### src/rtl/alu_exec_unit.sv
// Execute stage of the 16-bit CPU: single-cycle add/sub, iterative shift-add
// multiply and restoring divide, with registered results and writeback tag.
module alu_exec_unit #(
  parameter int unsigned WIDTH = 16
) (
  input  logic             clk,
  input  logic             rst,
  input  logic             start_i,
  input  logic [1:0]       opcode_i,
  input  logic [WIDTH-1:0] rs1_val_i,
  input  logic [WIDTH-1:0] rs2_val_i,
  input  logic [2:0]       rd_addr_i,
  output logic             busy_o,
  output logic             done_o,
  output logic [WIDTH-1:0] result_o,
  output logic [WIDTH-1:0] result_hi_o,
  output logic [2:0]       rd_addr_out_o,
  output logic             overflow_o,
  output logic             div_by_zero_o
);

  localparam int unsigned CNT_W  = $clog2(WIDTH) + 1;
  localparam int unsigned PROD_W = 2 * WIDTH;

  typedef enum logic [1:0] {S_IDLE, S_MUL, S_DIV} state_e;

  state_e             state_q, state_d;
  logic [CNT_W-1:0]   cnt_q, cnt_d;
  logic [WIDTH-1:0]   opa_q, opa_d;     // multiplicand or divisor
  logic [WIDTH-1:0]   work_q, work_d;   // multiplier, or dividend shifting into quotient
  logic [PROD_W-1:0]  prod_q, prod_d;
  logic [WIDTH-1:0]   rem_q, rem_d;
  logic [2:0]         rd_q, rd_d;
  logic               busy_q, busy_d;
  logic               done_q, done_d;
  logic [WIDTH-1:0]   res_q, res_d;
  logic [WIDTH-1:0]   res_hi_q, res_hi_d;
  logic [2:0]         rd_out_q, rd_out_d;
  logic               ovf_q, ovf_d;
  logic               dbz_q, dbz_d;

  logic [PROD_W:0]    mul_sum;
  logic [PROD_W-1:0]  prod_nxt;
  logic [WIDTH:0]     rem_sh;
  logic               q_bit;
  logic [WIDTH-1:0]   rem_nxt;
  logic [WIDTH-1:0]   quot_nxt;
  logic [WIDTH:0]     add_full;
  logic [WIDTH:0]     sub_full;
  logic               last_iter;

  // One iteration of each multi-cycle datapath, evaluated every cycle
  always_comb begin
    mul_sum   = {1'b0, prod_q} + (work_q[0] ? {1'b0, opa_q, WIDTH'(0)} : (PROD_W + 1)'(0));
    prod_nxt  = mul_sum[PROD_W:1];
    rem_sh    = {rem_q, work_q[WIDTH-1]};
    q_bit     = (rem_sh >= {1'b0, opa_q});
    rem_nxt   = q_bit ? WIDTH'(rem_sh - {1'b0, opa_q}) : rem_sh[WIDTH-1:0];
    quot_nxt  = {work_q[WIDTH-2:0], q_bit};
    add_full  = {1'b0, rs1_val_i} + {1'b0, rs2_val_i};
    sub_full  = {1'b0, rs1_val_i} - {1'b0, rs2_val_i};
    last_iter = (cnt_q == CNT_W'(WIDTH - 1));
  end

  always_comb begin
    state_d  = state_q;
    cnt_d    = cnt_q;
    opa_d    = opa_q;
    work_d   = work_q;
    prod_d   = prod_q;
    rem_d    = rem_q;
    rd_d     = rd_q;
    busy_d   = busy_q;
    done_d   = 1'b0;
    res_d    = res_q;
    res_hi_d = res_hi_q;
    rd_out_d = rd_out_q;
    ovf_d    = ovf_q;
    dbz_d    = dbz_q;
    unique case (state_q)
      S_IDLE: begin
        if (start_i) begin
          rd_d = rd_addr_i;
          cnt_d = '0;
          unique case (opcode_i)
            2'b00, 2'b01: begin
              done_d   = 1'b1;
              rd_out_d = rd_addr_i;
              res_hi_d = '0;
              dbz_d    = 1'b0;
              if (opcode_i == 2'b00) begin
                res_d = add_full[WIDTH-1:0];
                ovf_d = add_full[WIDTH];
              end else begin
                res_d = sub_full[WIDTH-1:0];
                ovf_d = sub_full[WIDTH];
              end
            end
            2'b10: begin
              state_d = S_MUL;
              busy_d  = 1'b1;
              opa_d   = rs1_val_i;
              work_d  = rs2_val_i;
              prod_d  = '0;
            end
            default: begin
              // A zero divisor completes immediately with a fixed result
              if (rs2_val_i == '0) begin
                done_d   = 1'b1;
                rd_out_d = rd_addr_i;
                res_d    = '1;
                res_hi_d = rs1_val_i;
                ovf_d    = 1'b0;
                dbz_d    = 1'b1;
              end else begin
                state_d = S_DIV;
                busy_d  = 1'b1;
                opa_d   = rs2_val_i;
                work_d  = rs1_val_i;
                rem_d   = '0;
              end
            end
          endcase
        end
      end
      S_MUL: begin
        prod_d = prod_nxt;
        work_d = work_q >> 1;
        cnt_d  = cnt_q + CNT_W'(1);
        if (last_iter) begin
          state_d  = S_IDLE;
          busy_d   = 1'b0;
          done_d   = 1'b1;
          res_d    = prod_nxt[WIDTH-1:0];
          res_hi_d = prod_nxt[PROD_W-1:WIDTH];
          rd_out_d = rd_q;
          ovf_d    = 1'b0;
          dbz_d    = 1'b0;
        end
      end
      S_DIV: begin
        rem_d  = rem_nxt;
        work_d = quot_nxt;
        cnt_d  = cnt_q + CNT_W'(1);
        if (last_iter) begin
          state_d  = S_IDLE;
          busy_d   = 1'b0;
          done_d   = 1'b1;
          res_d    = quot_nxt;
          res_hi_d = rem_nxt;
          rd_out_d = rd_q;
          ovf_d    = 1'b0;
          dbz_d    = 1'b0;
        end
      end
      default: begin
        state_d = S_IDLE;
        busy_d  = 1'b0;
      end
    endcase
  end

  always_ff @(posedge clk or posedge rst) begin
    if (rst) begin
      state_q  <= S_IDLE;
      cnt_q    <= '0;
      opa_q    <= '0;
      work_q   <= '0;
      prod_q   <= '0;
      rem_q    <= '0;
      rd_q     <= '0;
      busy_q   <= 1'b0;
      done_q   <= 1'b0;
      res_q    <= '0;
      res_hi_q <= '0;
      rd_out_q <= '0;
      ovf_q    <= 1'b0;
      dbz_q    <= 1'b0;
    end else begin
      state_q  <= state_d;
      cnt_q    <= cnt_d;
      opa_q    <= opa_d;
      work_q   <= work_d;
      prod_q   <= prod_d;
      rem_q    <= rem_d;
      rd_q     <= rd_d;
      busy_q   <= busy_d;
      done_q   <= done_d;
      res_q    <= res_d;
      res_hi_q <= res_hi_d;
      rd_out_q <= rd_out_d;
      ovf_q    <= ovf_d;
      dbz_q    <= dbz_d;
    end
  end

  assign busy_o        = busy_q;
  assign done_o        = done_q;
  assign result_o      = res_q;
  assign result_hi_o   = res_hi_q;
  assign rd_addr_out_o = rd_out_q;
  assign overflow_o    = ovf_q;
  assign div_by_zero_o = dbz_q;

endmodule

### config.mk
export PLATFORM = sky130hd
export DESIGN_NAME = alu_exec_unit
export DESIGN_NICKNAME = d
export VERILOG_FILES = /design/src/rtl/alu_exec_unit.sv
export SDC_FILE = /design/constraint.sdc
export NUM_CORES = 1
export LEC_CHECK = 0
export ABC_AREA = 1
export ABC_CLOCK_PERIOD_IN_PS = 5700
export BUFFER_PORTS_ARGS = -buffer_cell sky130_fd_sc_hd__buf_4
export CAP_MARGIN = 5
export CELL_PAD_IN_SITES_DETAIL_PLACEMENT = 2
export CELL_PAD_IN_SITES_GLOBAL_PLACEMENT = 2
export CORE_ASPECT_RATIO = 1.4
export CORE_MARGIN = 4
export CORE_UTILIZATION = 35
export DETAILED_ROUTE_END_ITERATION = 8
export HOLD_SLACK_MARGIN = 0.02
export PLACE_DENSITY_LB_ADDON = 0.1
export SYNTH_ARGS = -nofsm -noshare
export SYNTH_HDL_FRONTEND = slang
export SYNTH_SLANG_ARGS = --single-unit
### constraint.sdc
create_clock -name clk -period 5.7 [get_ports clk]
set_clock_uncertainty 0.2 [all_clocks]
set_input_delay 1.14 -clock clk [delete_from_list [all_inputs] [get_ports clk]]
set_output_delay 1.14 -clock clk [all_outputs]
set_load 0.01 [all_outputs]
==> metrics, run 1 <==
R2R Path Start=state_q[1]; Final ANT Viol Nets=0; syn nets=1615; Initial DRC Count=429; I/O pin cnt=79; Ys Warns=0; final setup margin=2.19 ns; Max-Cap Viols=0; setup slack, reg-to-reg=2.19 ns; final period demand of the worst path=3.51 ns; combined area of the multi-input logic cells=6050 µm²; RSZ-0062 raised after global routing=false; most frequent cells in the layout=nand2_1, inv_1, o21ai_0, dfrtp_1, nand3_1; via count=10620; Die H=211 µm; DP Worst Slack=1.87 ns; Worst Setup SP=state_q[1]; die width=153 µm; ys async rst share=100%; worst endpoint required time=5.81 ns; share of cells above drive strength 1=12.9%; Final GP Congestion=0.862; Post-synth EDFFs=0; worst vdd ir=244 µV; P&R area growth vs syn=14.2%; hold_buf cts=0; initial antenna violation count=0; setup bufs post-CTS=0; Initial Util=35.4%; post-cts sizing count=0; Largest delay share family, worst path=buffers and inverters; Filler Cells Inserted=3592; drc violations=0; number of port buffers=78; Reg2Reg Depth=10; Syn Std Cell Area=10300 µm²; register area=3200 µm²; Slew Limit Fails=0; CP Cell Sequence=inv_1 > ha_1 > inv_1 > buf_4 > a21oi_1 > inv_1 > nand3_2 > buf_4 > nand2_1 > a21boi_2; critical path arrival=3.62 ns; commonest non-fill, non-tap cell in the layout=nand2_1; CTS sink cnt=128; Worst path slowest cell=ha_1; Crit. path cell count=10; Detailed Place HPWL=34300 µm; maximum root-to-sink buffer count=2; Avg Inst Size Synth=6.87 µm²; Fin. Hold Viols=0; TNS Setup=0 ns; outcome=finished clean; nets=1665; WP buf/inv=5; H-Tree Depth=4; num rows=74; Cell Pwr Density=582 nW/µm²; later-pin clock latency in the skew report=0.44 ns; DR WL/cell=22.5 µm; top-area cell type share of the netlist area=31.0%; delay of the slowest critical-path stage=0.87 ns; Antenna Cells=0; CP endpoint=result_hi_o[2]; worst r2r dst=result_hi_o[2]; crit end category=flop; Vias per Instance=5.46; endpoints failing setup=0; #FFs+latches synth=128; number of global-route vias before repair=11756; startpoint types=flop; Yosys cell types=51; Most common cell on crit path=inv_1; Mapped Cells=1501; Pre-antenna DRT Iters=5; Final Util=40.4%; Hold Crit Class=flop to flop; largest net degree at the start of global routing=85; die area=32300 µm²; core footprint=29200 µm²; top post-synthesis cells by area=dfrtp_1, nand2_1, ha_1, inv_1, o21ai_0; Clock transition at path regs=0.07 ns; period utilization=61.6%; critical path class=flop to flop; Worst Max-Slew Pin Slew=1.06 ns; relative slew slack=29.3%; first-pass GRT wire length=67800 µm; P_leak=0.00623 µW; Post-Route WL=43800 µm; leading area contributor after synthesis=dfrtp_1; Peak Freq=285 MHz; CP Max Fanout=32; Primary FF master, synth=dfrtp_1; clk root buf=clkbuf_16; total grt overflow=0; sequential area share after synthesis=31.0%; Total Routing Usage GR=27.1%; CTS tree=yes; TritonCTS buffer count=17
-- synth_stat cells, types with 8 or more instances --
library cell / number
ha_1: 70
nand2_1: 459
inv_2: 15
nand4_1: 10
clkbuf_1: 36
nand3b_2: 9
o21ai_0: 128
nand3b_1: 8
nor3_1: 15
nand3_1: 108
o21bai_1: 9
o21ai_1: 8
o211ai_1: 40
buf_2: 11
dfrtp_1: 128
inv_1: 191
nand3_2: 13
nand2_2: 13
nor2_1: 49
a21oi_1: 91
o22ai_1: 10
-- power by group --
part / leakage [µW] / internal [µW] / switching [µW] / total (µW)
logic: 0.00429 / 1320 / 2750 / 4070
clock network: 0.000301 / 669 / 507 / 1180
registers: 0.00164 / 1300 / 308 / 1610
-- final cells by class --
type,instances,area share [%]
multi-input combinational,1109,51.3
sequential,128,27.2
inverter,207,6.64
timing repair buffer,88,5.61
tap,380,4.04
clock buffer,17,3.61
clock inverter,15,1.59
-- state kept, by name, summed over array words and instances, names as in the netlist, 2 cells and up --
register,count
cnt_q,5
state_q,2
opa_q,16
result_hi_o,16
rem_q,16
rd_addr_out_o,3
rd_q,3
work_q,16
result_o,16
prod_q,31
-- metal layers --
| metal | vias to the layer above | wire length (µm) | GRT usage (%) |
|---|---|---|---|
| li1 | 4995 | - | - |
| met1 | 5374 | 17300 | 29.4 |
| met2 | 177 | 23400 | 52.1 |
| met3 | 74 | 910 | 2.79 |
| met4 | 0 | 2200 | 13.5 |
| met5 | - | 0 | 0 |
-- worst register-to-register path: stages (launching register included) --
cell	delay [ns]
dfrtp_1	0.40
inv_1	0.11
ha_1	0.87
inv_1	0.12
buf_4	0.28
a21oi_1	0.19
inv_1	0.07
nand3_2	0.41
buf_4	0.45
nand2_1	0.12
a21boi_2	0.17
-- metrics by stage --
stage	power, µW	cell area, µm²	hold slack [ns]	cells
6_report	6860	11800	0.289	1944
2_1_floorplan	4280	10300	0.253	1501
4_1_cts	6920	11800	0.297	1944
5_1_grt	7400	11800	0.320	1944
3_3_place_gp	5490	11200	0.266	1912
3_5_place_dp	5660	11200	0.274	1912
-- worst min-delay path by stage --
stage | slack [ns] | to | startpoint | cells after the start
final | 0.29 | div_by_zero_o | div_by_zero_o | 2
after global routing | 0.32 | result_o[8] | result_o[8] | 2
after global placement | 0.27 | prod_q[1] | prod_q[1] | 2
after CTS | 0.30 | div_by_zero_o | div_by_zero_o | 2
after detailed placement | 0.27 | div_by_zero_o | div_by_zero_o | 2
after floorplan | 0.25 | prod_q[10] | prod_q[10] | 2
-- cells by family (layout without fill, tap and decap cells) --
logic type | count (synthesis) | after routing | synth area share (%)
xor+xnor | 10 | 10 | 0.849
buf+inv | 264 | 327 | 10.3
simple gates | 709 | 709 | 30.9
mux | 1 | 1 | 0.0970
flops | 128 | 128 | 31.0
compound gates | 315 | 315 | 17.5
fa+ha+maj | 74 | 74 | 9.27
Note: power is estimated with default switching activity, not from simulation.
==> run 2: changes to the inputs <==
ABC_AREA = 0   (was 1)
ABC_CLOCK_PERIOD_IN_PS = 3000   (was 5700)
CORE_UTILIZATION = 33   (was 35)
clock period = 3 ns   (was 5.7 ns; I/O delays follow)
==> run 2 against run 1 <==
Effect of this change: the flow now finishes with violations (setup timing); utilization is 5.3 points higher; combinational power increased by 58%; total power increased by 64%; die area fell by 2.5%.
==> metrics, run 2 <==
CP Cell Sequence=buf_6 > and2_1 > ha_1 > nor2_1 > o21ai_2 > a21o_1 > a211o_1 > a311oi_2 > xor2_1 > nor2_1 > mux2_4; Peak Freq=320 MHz; ys async rst share=100%; Pre-antenna DRT Iters=5; first-pass GRT wire length=64700 µm; combined area of the multi-input logic cells=6330 µm²; sequential area share after synthesis=33.8%; placed cell area=11600 µm²; Final ANT Viol Nets=0; Filler Cells Inserted=3177; Die H=208 µm; startpoint types=flop; register area=3200 µm²; Total Routing Usage GR=26.9%; relative slew slack=49.4%; total grt overflow=0; Max-Cap Viols=0; later-pin clock latency in the skew report=0.45 ns; DR WL/cell=23.7 µm; Avg Inst Size Synth=7.80 µm²; Post-synth EDFFs=0; via count=10193; H-Tree Depth=4; Vias per Instance=5.60; worst vdd ir=410 µV; Hold Crit Class=primary input to async pin; worst r2r dst=prod_q[30]; RSZ-0062 raised after global routing=true; Worst path slowest cell=dfrtp_1; Mapped Cells=1214; Primary FF master, synth=dfrtp_1; Synth Area in Simple Gates=21.0%; Most common cell on crit path=nor2_1; maximum root-to-sink buffer count=2; Detailed Place HPWL=32100 µm; endpoints failing setup=6; R2R Path Start=work_q[0]; #FFs+latches synth=128; number of port buffers=78; worst endpoint required time=3.13 ns; final instance area=13000 µm²; share of cells above drive strength 1=28.5%; most frequent cells in the layout=buf_4, nand2_1, o21ai_0; commonest non-fill, non-tap cell in the layout=buf_4; Antenna Cells=0; critical path class=flop to flop; Slew Limit Fails=0; core footprint=28400 µm²; P&R area growth vs syn=36.9%; drc violations=0; non-filler cells, final=1820; CTS tree=yes; most frequent cell after synthesis=nand2_1; outcome=complete, but fails checks; TritonCTS buffer count=17; TNS Setup=-0.423 ns; Syn Std Cell Area=9470 µm²; Ys Warns=0; clk root buf=clkbuf_16; crit end category=flop; CTS sink cnt=128; Fin. Hold Viols=0; period utilization=104%; Post-Synth Adder-Cell Area=10.1%; die area=31500 µm²; failing checks=setup timing; Largest Register=prod_q; setup slack, reg-to-reg=-0.13 ns; hold_buf cts=0; CP Max Fanout=5; nets=1547; mux cell area share after synthesis=1.68%; Initial Util=33.4%; final period demand of the worst path=3.13 ns; number of global-route vias before repair=11148; top post-synthesis cells by area=dfrtp_1, ha_1, o21ai_0, nand2_1, a21oi_1; Clock transition at path regs=0.06 ns; Final Util=45.7%; Post-Synth XOR/XNOR Area=2.31%; placed cell count=1763; syn nets=1328; Yosys cell types=68; initial antenna violation count=0; num rows=73; leading area contributor after synthesis=dfrtp_1; Post-Route WL=43200 µm; largest net degree at the start of global routing=129; delay of the slowest critical-path stage=0.42 ns; Initial DRC Count=375; Largest register FFs=31; Cell Pwr Density=869 nW/µm²; P_leak=0.00592 µW; Worst Max-Slew Pin Slew=0.759 ns; Final GP Congestion=0.923; critical path arrival=3.26 ns; final setup margin=-0.127 ns; main combinational cell family by area after synthesis=compound AO/OA/AOI/OAI gates; Reg2Reg Depth=11; top-area cell type share of the netlist area=33.8%; die width=151 µm; Hold WS=0.140 ns; top cells by count, synth=nand2_1, o21ai_0, dfrtp_1, a21oi_1, nor2_1; I/O pin cnt=79; Compound-Gate Fraction of Synth Area=25.5%
## run 2: worst max path at each step
stage                 startpoint  cells past startpoint  slack (ns)               to
floorplan              work_q[0]                     12        0.05  result_hi_o[14]
finish                 work_q[0]                     11       -0.13       prod_q[30]
CTS                    work_q[0]                     12       -0.11       prod_q[30]
global route           work_q[0]                     11       -0.18       prod_q[30]
global placement    rs1_val_i[0]                     13       -0.36     result_o[12]
detailed placement  rs1_val_i[0]                     13       -0.43       overflow_o
## run 2: critical path: cells and delay by family (launching register included)
kind | cells | cell delay [ns]
adder cells (fa/ha/maj) | 1 | 0.26
flip-flops | 1 | 0.42
AO/OA/AOI/OAI | 4 | 0.98
AND/OR/NAND/NOR | 3 | 0.47
XOR/XNOR | 1 | 0.23
buffers and inverters | 1 | 0.16
multiplexers | 1 | 0.28
## run 2: cell type report
type	instances	area share, %
multi-input cells	954	48.8
repair buffers	267	16.8
well taps	375	3.62
inverters	65	1.91
clock inverters	13	0.887
clock buffers	18	3.31
flip-flops and latches	128	24.7
## run 2: cells by family (layout without fill, tap and decap cells)
family	after synthesis	after routing
XOR/XNOR	25	25
flip-flops	128	128
AO/OA/AOI/OAI	399	399
adder cells (fa/ha/maj)	74	74
buffers and inverters	132	363
multiplexers	15	15
AND/OR/NAND/NOR	441	441
## run 2: power breakdown
| part | switching, µW | internal, µW |
|---|---|---|
| Sequential | 527 | 2330 |
| Clock | 868 | 1130 |
| Combinational | 3690 | 2720 |
| Total | 5090 | 6180 |
## run 2: per-stage QoR
stage	setup slack, ns	power (µW)
6_report	-0.127	11300
3_3_place_gp	-0.361	8340
5_1_grt	-0.181	12100
3_5_place_dp	-0.430	8560
4_1_cts	-0.114	10800
2_1_floorplan	0.0495	5880
## run 2: routing by layer
metal  global-route usage, %  up-vias  share of wire [%]
li1                        -     4726                  -
met5                       0        -                  0
met4                    11.2        0                4.8
met2                    50.1      193                 54
met3                    3.31       91                2.4
met1                    30.0     5183                 38
## run 2: what timing repair did
item,CTS,global route
setup buffers,13,16
endpoints found under the setup margin,38,47
pin swaps,21,54
hold endpoints to repair,0,0
resized for setup,48,82
